[src/rtl/stop_timestamp_encoder.sv]
// stop_timestamp_encoder: timestamps stop hits as {coarse, fine} into a small output FIFO, with dead-time FSM.
// Defining STOP_BUBBLE_CORR_EN switches the fine code from highest-set-bit to a bubble-tolerant popcount.
module stop_timestamp_encoder #(
  parameter int TAPS       = 64,
  parameter int COARSE_W   = 16,
  parameter int FINE_W     = $clog2(TAPS + 1),
  parameter int FIFO_DEPTH = 4,
  parameter int HOLDOFF    = 4
) (
  input  logic                       clk,
  input  logic                       rst_n,
  input  logic [TAPS-1:0]            therm,
  input  logic                       valid,
  input  logic                       finish,
  output logic [COARSE_W+FINE_W-1:0] ts_data,
  output logic                       ts_valid,
  input  logic                       ts_ready,
  output logic                       overflow,
  input  logic                       ovf_clr,
  output logic                       proto_err,
  output logic [7:0]                 drop_cnt,
  output logic                       busy
);
  localparam int W  = COARSE_W + FINE_W;
  localparam int AW = $clog2(FIFO_DEPTH);
  localparam int HW = $clog2(HOLDOFF + 1);
  typedef enum logic [1:0] {S_IDLE, S_WAIT, S_HOLD} state_t;
  state_t              state_q, state_d;
  logic [COARSE_W-1:0] cnt_q, cnt_d;
  logic                late_q, late_d;
  logic [HW-1:0]       hold_q, hold_d;
  logic                perr_q, perr_d;
  logic                busy_q, busy_d;
  logic [7:0]          drop_q, drop_d;
  logic                s1_vld_q, s1_vld_d;
  logic [TAPS-1:0]     s1_therm_q, s1_therm_d;
  logic [COARSE_W-1:0] s1_coarse_q, s1_coarse_d;
  logic                s2_vld_q, s2_vld_d;
  logic [W-1:0]        s2_word_q, s2_word_d;
  logic [AW:0]         wr_q, wr_d, rd_q, rd_d;
  logic                ovf_q, ovf_d;
  logic [W-1:0]        mem_q [FIFO_DEPTH];
  logic [FINE_W-1:0]   fine;
  logic                accept, empty, full, pop, wr_en;
`ifdef STOP_BUBBLE_CORR_EN
  localparam int P = 1 << $clog2(TAPS);
  logic [FINE_W-1:0] tree [1:2*P-1];
  for (genvar i = 0; i < P; i++) begin : g_leaf
    if (i < TAPS) begin : g_tap
      assign tree[P+i] = FINE_W'(s1_therm_q[i]);
    end else begin : g_pad
      assign tree[P+i] = '0;
    end
  end
  for (genvar i = 1; i < P; i++) begin : g_node
    assign tree[i] = tree[2*i] + tree[2*i+1];
  end
  assign fine = tree[1];
`else
  always_comb begin
    fine = '0;
    for (int i = 0; i < TAPS; i++) if (s1_therm_q[i]) fine = FINE_W'(i + 1);
  end
`endif
  always_comb begin
    accept  = valid && state_q == S_IDLE;
    cnt_d   = cnt_q + 1'b1;
    state_d = state_q;
    late_d  = late_q;
    hold_d  = hold_q;
    perr_d  = perr_q;
    case (state_q)
      S_IDLE: if (valid) begin
        state_d = S_WAIT;
        late_d  = 1'b0;
      end
      // finish is allowed in either of the two cycles after the accepted valid
      S_WAIT: if (finish || late_q) begin
        state_d = S_HOLD;
        hold_d  = '0;
        perr_d  = perr_q | ~finish;
      end else late_d = 1'b1;
      default: if (hold_q == HW'(HOLDOFF - 1)) state_d = S_IDLE;
               else hold_d = hold_q + 1'b1;
    endcase
    busy_d      = state_d != S_IDLE;
    drop_d      = (valid && state_q != S_IDLE && drop_q != 8'hFF) ? drop_q + 1'b1 : drop_q;
    s1_vld_d    = accept;
    s1_therm_d  = accept ? therm : s1_therm_q;
    s1_coarse_d = accept ? cnt_q - 1'b1 : s1_coarse_q;
    s2_vld_d    = s1_vld_q;
    s2_word_d   = s1_vld_q ? {s1_coarse_q, fine} : s2_word_q;
    empty       = wr_q == rd_q;
    full        = (wr_q ^ rd_q) == {1'b1, {AW{1'b0}}};
    pop         = !empty && ts_ready;
    wr_en       = s2_vld_q && (!full || pop);
    wr_d        = wr_en ? wr_q + 1'b1 : wr_q;
    rd_d        = pop ? rd_q + 1'b1 : rd_q;
    ovf_d       = (s2_vld_q && !wr_en) || (ovf_q && !ovf_clr);
  end
  always_ff @(posedge clk or negedge rst_n) begin
    if (!rst_n) begin
      state_q     <= S_IDLE;
      cnt_q       <= '0;
      late_q      <= 1'b0;
      hold_q      <= '0;
      perr_q      <= 1'b0;
      busy_q      <= 1'b0;
      drop_q      <= '0;
      s1_vld_q    <= 1'b0;
      s1_therm_q  <= '0;
      s1_coarse_q <= '0;
      s2_vld_q    <= 1'b0;
      s2_word_q   <= '0;
      wr_q        <= '0;
      rd_q        <= '0;
      ovf_q       <= 1'b0;
    end else begin
      state_q     <= state_d;
      cnt_q       <= cnt_d;
      late_q      <= late_d;
      hold_q      <= hold_d;
      perr_q      <= perr_d;
      busy_q      <= busy_d;
      drop_q      <= drop_d;
      s1_vld_q    <= s1_vld_d;
      s1_therm_q  <= s1_therm_d;
      s1_coarse_q <= s1_coarse_d;
      s2_vld_q    <= s2_vld_d;
      s2_word_q   <= s2_word_d;
      wr_q        <= wr_d;
      rd_q        <= rd_d;
      ovf_q       <= ovf_d;
    end
  end
  always_ff @(posedge clk) begin
    if (wr_en) mem_q[wr_q[AW-1:0]] <= s2_word_q;
  end
  assign ts_valid  = !empty;
  assign ts_data   = empty ? '0 : mem_q[rd_q[AW-1:0]];
  assign overflow  = ovf_q;
  assign proto_err = perr_q;
  assign drop_cnt  = drop_q;
  assign busy      = busy_q;
endmodule

[config.mk]
export PLATFORM = sky130hd
export DESIGN_NAME = stop_timestamp_encoder
export DESIGN_NICKNAME = d
export VERILOG_FILES = /design/src/rtl/stop_timestamp_encoder.sv
export SDC_FILE = /design/constraint.sdc
export NUM_CORES = 1
export LEC_CHECK = 0
export BUFFER_PORTS_ARGS = -buffer_cell sky130_fd_sc_hd__clkbuf_2
export CORE_MARGIN = 2
export CORE_UTILIZATION = 60
export CTS_CLUSTER_DIAMETER = 40
export DETAILED_ROUTE_END_ITERATION = 12
export MAX_ROUTING_LAYER = met4
export PLACE_DENSITY = 0.81
export SLEW_MARGIN = 20
export SYNTH_ARGS = -nofsm -noshare
export SYNTH_HDL_FRONTEND = slang
export SYNTH_SLANG_ARGS = --single-unit
[constraint.sdc]
create_clock -name clk -period 4.5 [get_ports clk]
set_clock_uncertainty 0.2 [all_clocks]
set_input_delay 0 -clock clk [delete_from_list [all_inputs] [get_ports clk]]
set_output_delay 0 -clock clk [all_outputs]
set_load 0.01 [all_outputs]
==> out/metrics.csv, run 1 <==
metric,value,unit
Tot GR Track Use,29.2,%
router iterations before antenna repair,5,
hold_sp,therm[10],
routability cong.,0.865,
top_reg_cell synth,dfrtp_1,
setup slack after layout,1620,ps
Synth area leaders,"dfrtp_1, edfxtp_1, nand2_1",
Die ar.,17800,um2
htree depth,1,
largest net degree at the start of global routing,89,
r2r endpoint,s2_word_q[0],
maximum fanout along the worst path,26,
leakage,5.60,nW
row count,47,
Setup-failing EPs final,0,
Fin. Hold Viols,0,
Die W,133,um
Yosys cell types,55,
via count,7476,
cell mode on critical path,or4_1,
post-detail-place hpwl,12400,um
Buf/Inv on CP,0,
crit path launch type,register,
core footprint,16500,um2
Ys Warns,0,
# hold bufs at CTS,103,
sequential area share after synthesis,63.4,%
"CP delay by family, top",simple AND/OR/NAND/NOR gates,
"commonest non-fill, non-tap cell in the layout",nand2_1,
crit path max-delay cell type,dfrtp_1,
die height,133,um
starting density of the core,61.0,%
Yosys top cell area share,35.9,%
kind of critical path,register to register,
pre-CTS setup slack,1700,ps
CP endpoint kind,register,
nets@finish,1144,
Sum Neg Setup Slack,0,ps
Iter 0 DRT Violations,791,
Synth Register Bits,236,
Worst Path Arrival,3150,ps
PortBufs,104,
TritonCTS clock tree,done,
CTS Buffer Depth,3,
"area leader, netlist",dfrtp_1,
worst hold path type,input pin to register,
maximum vdd drop,520,uV
Syn Inst Count,848,
"Cell Area, Placed",10800,um2
routed vias/inst,5.72,
RR Startpoint,s1_vld_q,
reg2reg path depth,6,
status,"finished, final reports clean",
CTS root buf,clkbuf_16,
worst hold stages,4,
"Avg Cell Area, Syn",11.8,um2
initial antenna violation count,2,
Worst-path clk slew,60,ps
area delta synth->final,28.1,%
DRC,0,
R2R setup slack,1620,ps
share of cells above drive strength 1,20.7,%
clock buffer count from CTS,29,
Worst slew margin,38.3,%
Tmin final,2880,ps
most frequent cells in the layout,"nand2_1, dfrtp_1, dlygate4sd3_1, clkbuf_2, edfxtp_1",
"Slew Viols, Final",0,
IO Pins,105,
gr ovfl total,0,
WHS,3.47,ps
Total Routed Length,24600,um
crit share post-route,63.9,%
Routed Antenna Nets,0,
async set or reset register ratio after synthesis,61.0,%
worst slew pin tran,925,ps
PwrDens,656,nW/um2
CP Cell Sequence,"nand2b_1, or4_1, nor4_1, o2111ai_1, a31oi_1, or4_1",
"Net Count, Synth",928,
first-pass GRT wire length,39200,um
Finished Cell Area,12900,um2
Clock Latency Late Sink,540,ps
cell area after synthesis,10000,um2
Post-CTS Resized,0,
"EDFF count, synth",92,
f_max,0.348,GHz
Max Cap Viol,0,
vias in the first global route,7662,
hold worst-path end,s1_therm_q[10],
Avg WL per Cell,18.8,um
Worst EP required,4780,ps
RSZ-0062 raised after global routing,false,
"slowest stage delay, CP",950,ps
Post-CTS Setup Bufs,0,
Clock Sinks,236,
==> registers in the layout (all words and copies together) (netlist names) <==
signal and flops:
s1_coarse_q 16, s1_therm_q 64, cnt_q 16, s2_vld_q 1
proto_err 1, rd_q 3, mem_q 92, busy 1
late_q 1, wr_q 3, overflow 1, s2_word_q 23
hold_q 3, s1_vld_q 1, state_q 2, drop_cnt 8
==> metal layers <==
metal  track usage, %  up-vias  part of all wire, %
met5                -        -                    0
met3             4.76      100                  6.1
li1                 -     3371                    -
met1             35.1     3666                   38
met4             11.0        0                  4.2
met2             50.2      339                   52
==> worst max-delay path by stage <==
stage	start	end	slack, ps	cells after the start
6_report	s1_vld_q	s2_word_q[0]	1620	6
5_1_grt	s1_vld_q	s2_word_q[0]	1390	6
4_1_cts	rd_q[0]	mem_q[3][5]	1650	7
3_5_place_dp	rd_q[0]	mem_q[3][1]	1700	7
3_3_place_gp	rd_q[0]	mem_q[3][1]	1760	7
2_1_floorplan	rd_q[0]	mem_q[3][0]	1680	7
==> power breakdown <==
group | total (W) | internal, W | switching [W]
Clock | 0.00247 | 0.00153 | 0.000948
Combinational | 0.00247 | 0.00110 | 0.00137
Sequential | 0.00350 | 0.00289 | 0.000610
==> Yosys cell counts (2+ instances only) <==
| cell | count |
|---|---|
| a211oi_1 | 3 |
| a21oi_1 | 19 |
| a31o_2 | 3 |
| a31oi_1 | 4 |
| and3_1 | 5 |
| buf_1 | 2 |
| buf_2 | 5 |
| clkbuf_1 | 25 |
| dfrtp_1 | 144 |
| edfxtp_1 | 92 |
| ha_1 | 10 |
| inv_1 | 30 |
| mux2_2 | 22 |
| mux4_2 | 23 |
| nand2_1 | 213 |
| nand2b_1 | 9 |
| nand3_1 | 8 |
| nand4_1 | 3 |
| nor2_1 | 48 |
| nor2b_1 | 25 |
| nor3_1 | 17 |
| nor3b_1 | 2 |
| nor4_1 | 15 |
| o21ai_0 | 32 |
| o21ai_1 | 7 |
| o22ai_1 | 3 |
| o311ai_0 | 2 |
| o31ai_1 | 5 |
| or2_2 | 2 |
| or4_1 | 6 |
| xnor2_1 | 29 |
| xor2_1 | 12 |
==> kinds of logic after synthesis <==
kind of cell / after synthesis / share of synthesized area [%]
AND/OR/NAND/NOR: 362 / 16.2
multiplexers: 45 / 7.62
flip-flops: 236 / 63.4
AO/OA/AOI/OAI: 90 / 5.42
buffers and inverters: 64 / 2.53
adder cells (fa/ha/maj): 10 / 1.25
XOR/XNOR: 41 / 3.57
==> cell type report <==
cell class	instances	area (um2)
multi-input cells	548	3430
diodes	2	5.00
repair buffers	218	1640
fillers	940	3600
flip-flops and latches	236	6370
well taps	220	275
inverters	31	116
clock inverters	18	264
clock buffers	35	768
==> stage by stage <==
stage	std cells	utilization (%)	total power, W
2_1_floorplan	848	-	0.00498
3_3_place_gp	1150	65.6	0.00565
3_5_place_dp	1150	65.6	0.00576
4_1_cts	1306	78.1	0.00834
5_1_grt	1308	78.2	0.00887
6_report	1308	78.2	0.00845
==> worst register-to-register path, stage by stage, from the launching register on <==
cell       delay, ps
dfrtp_1          950
nand2b_1         320
or4_1            470
nor4_1           380
o2111ai_1        190
a31oi_1          190
or4_1            120
Note: power is estimated with default switching activity, not from simulation.
==> run 2: changes to the inputs <==
--- a/config.mk
+++ b/config.mk
@@ -5,13 +5,14 @@
 export SDC_FILE = /design/constraint.sdc
 export NUM_CORES = 1
 export LEC_CHECK = 0
+export ABC_AREA = 1
 export BUFFER_PORTS_ARGS = -buffer_cell sky130_fd_sc_hd__clkbuf_2
 export CORE_MARGIN = 2
-export CORE_UTILIZATION = 60
+export CORE_UTILIZATION = 59
 export CTS_CLUSTER_DIAMETER = 40
 export DETAILED_ROUTE_END_ITERATION = 12
 export MAX_ROUTING_LAYER = met4
-export PLACE_DENSITY = 0.81
+export PLACE_DENSITY = 0.8
 export SLEW_MARGIN = 20
 export SYNTH_ARGS = -nofsm -noshare
 export SYNTH_HDL_FRONTEND = slang
==> constraint.sdc (replaced) <==
create_clock -name clk -period 2.7 [get_ports clk]
set_clock_uncertainty 0.2 [all_clocks]
set_input_delay 0 -clock clk [delete_from_list [all_inputs] [get_ports clk]]
set_output_delay 0 -clock clk [all_outputs]
set_load 0.01 [all_outputs]
==> run 2 against run 1 <==
Compared with the run above: the run now ends with negative setup slack left; utilization is 1.7 points lower; wire length is 5.2% lower; non-clock buffer count shrank 4; sequential cell count unchanged; count of clock-buffer cells in the layout fell by 2; cell count increased by 16%; first-iteration DRC count decreased by 33%; critical path type unchanged; largest cell class unchanged; largest power group unchanged.
==> out/metrics.csv, run 2 <==
metric,value,unit
setup slack after layout,-1330,ps
async set or reset register ratio after synthesis,61.0,%
Max Cap Viol,0,
Routed Antenna Nets,0,
Setup-failing EPs final,2,
Fin. Hold Viols,0,
cell mode on critical path,nand2_1,
Stages on worst setup path,64,
gr busiest metal,met2,
switching fraction of total power,35.0,%
maximum fanout along the worst path,2,
GR met3 Demand/Resource,3.53,%
Iter 0 DRT Violations,529,
crit path max-delay cell type,dfrtp_1,
R2R setup slack,-1330,ps
Worst Setup EP,s2_word_q[0],
r2r endpoint,s2_word_q[0],
CP Launch Point,s1_therm_q[2],
routability cong.,0.821,
initial antenna violation count,0,
Total Routed Length,23400,um
RR Startpoint,s1_therm_q[2],
Worst-path clk slew,60,ps
CTS Buffer Depth,3,
combinational fraction of design power,37.2,%
"EDFF count, synth",92,
failing checks,negative setup slack,
CP endpoint kind,register,
"CP delay by family, top",simple AND/OR/NAND/NOR gates,
Clock Sinks,236,
htree depth,1,
"Slew Viols, Final",0,
Final Power,0.0151,W
crit path launch type,register,
maximum vdd drop,792,uV
Reg power frac,37.4,%
core footprint,17400,um2
"slowest stage delay, CP",400,ps
cell area after synthesis,10500,um2
gr ovfl total,0,
f_max,0.248,GHz
Yosys top cell area share,34.3,%
main combinational cell family by area after synthesis,simple AND/OR/NAND/NOR gates,
clock buffer count from CTS,29,
Synth Register Bits,236,
"count leader, synth",nand2_1,
placed insts,1380,
routing usage on met1,33.7,%
most frequent cells in the layout,"nand2_1, dfrtp_1, nor2_1, clkbuf_2, o21ai_0",
router iterations before antenna repair,6,
Die ar.,18900,um2
row count,48,
commonest cells in the netlist,"nand2_1, dfrtp_1, nor2_1",
starting density of the core,60.6,%
crit share post-route,149,%
"Avg Cell Area, Syn",9.93,um2
status,finished with violations,
routed vias/inst,5.30,
Yosys cell types,29,
clock network power share,25.4,%
Compound-Gate Fraction of Synth Area,8.07,%
Worst Path Arrival,4250,ps
first-pass GRT wire length,38400,um
worst slew pin tran,844,ps
area delta synth->final,26.3,%
Finished Cell Area,13300,um2
internal power,0.00979,W
sequential area share after synthesis,60.6,%
"area leader, netlist",dfrtp_1,
nets@finish,1345,
Layout Utilization,76.4,%
CTS root buf,clkbuf_16,
largest net degree at the start of global routing,59,
RSZ-0062 raised after global routing,true,
leakage,6.15,nW
mux contribution to synthesized area,0.214,%
Worst EP required,2920,ps
Synth area leaders,"dfrtp_1, edfxtp_1, nand2_1",
post-synthesis simple-gate area fraction,17.5,%
Clock Latency Late Sink,530,ps
Buf/Inv on CP,1,
PortBufs,104,
via count,8013,
IO Pins,105,
Tmin final,4030,ps
"Net Count, Synth",1138,
Avg WL per Cell,15.4,um
Die W,137,um
worst hold path type,input pin to register,
DRC,0,
Ys Warns,0,
Inserted Diodes,0,
sw power,0.00528,W
Non-Filler Instances,1513,
grt met2 use,43.6,%
Tot GR Track Use,26.7,%
top_reg_cell synth,dfrtp_1,
die height,137,um
Syn Inst Count,1058,
share of cells above drive strength 1,18.2,%
adder-cell share of the synthesized area,1.19,%
kind of critical path,register to register,
Worst slew margin,43.6,%
"Cell Area, Placed",11400,um2
TritonCTS clock tree,done,
max FFs per register,92,
vias in the first global route,8100,
"commonest non-fill, non-tap cell in the layout",nand2_1,
reg2reg path depth,64,
PwrDens,1140,nW/um2
post-detail-place hpwl,13700,um
Synth Area in XOR/XNOR,2.50,%
run 2: cell types whose count changed after synthesis, sizes merged, moves of 25 or more:
cell    previous run  this run
bufinv             0        31
inv               30        95
nand2            213       279
nor2              48       138
nor2b             25         0
o21ai             40       100
run 2: tightest hold or removal path, delay by kind of cell:
kind	cells	cell delay, ps
AO/OA/AOI/OAI	1	70
buffers and inverters	2	640
run 2: metal layers:
metal / wire length [um] / vias up
met1: 9690 / 3784
met5: 0 / -
met3: 1290 / 84
li1: - / 3856
met4: 911 / 0
met2: 11500 / 289
run 2: repair_timing:
| item | CTS | global route |
|---|---|---|
| buffers inserted | 1 | 1 |
| gates resized for setup | 3 | 8 |
| hold buffers | 77 | 0 |
| endpoints found under the hold margin | 246 | 0 |
| pin swaps | 1 | 0 |
| setup endpoints to repair | 2 | 7 |
run 2: cell type report:
class	count	area, um2
flip-flops and latches	236	6370
fillers	1089	4090
multi-input cells	657	3150
repair buffers	214	1600
inverters	127	905
clock buffers	33	751
well taps	225	282
clock inverters	21	220
run 2: power by group through the flow:
stage	Sequential (W)	Clock, W	Combinational (W)
after floorplan	0.00547	0	0.00379
after global placement	0.00556	0	0.00515
after detailed placement	0.00564	0	0.00529
after CTS	0.00559	0.00384	0.00551
after global routing	0.00575	0.00403	0.00630
final	0.00564	0.00382	0.00561
run 2: how the worst min path moves through the flow:
| stage | from | to | slack, ps | cells after the start |
|---|---|---|---|---|
| floorplan | rst_n | busy | -500 | 0 |
| global placement | rst_n | s1_therm_q[38] | -190 | 1 |
| detailed placement | rst_n | s1_therm_q[40] | -180 | 1 |
| CTS | finish | proto_err | 3 | 3 |
| global route | therm[41] | s1_therm_q[41] | 30 | 4 |
| finish | finish | proto_err | 20 | 3 |
run 2: logic make-up after synthesis:
family | count (synthesis)
mux | 2
simple gates | 469
xor+xnor | 30
fa+ha+maj | 10
compound gates | 146
buf+inv | 165
flops | 236
run 2: through the flow:
step	setup TNS (ps)	hold WS (ps)	setup slack, ps
floorplan	-649	-496	-649
global placement	-1150	-194	-1020
detailed placement	-1270	-185	-1080
CTS	-1330	3.49	-1100
global route	-2530	27.1	-1970
finish	-1590	23.9	-1330
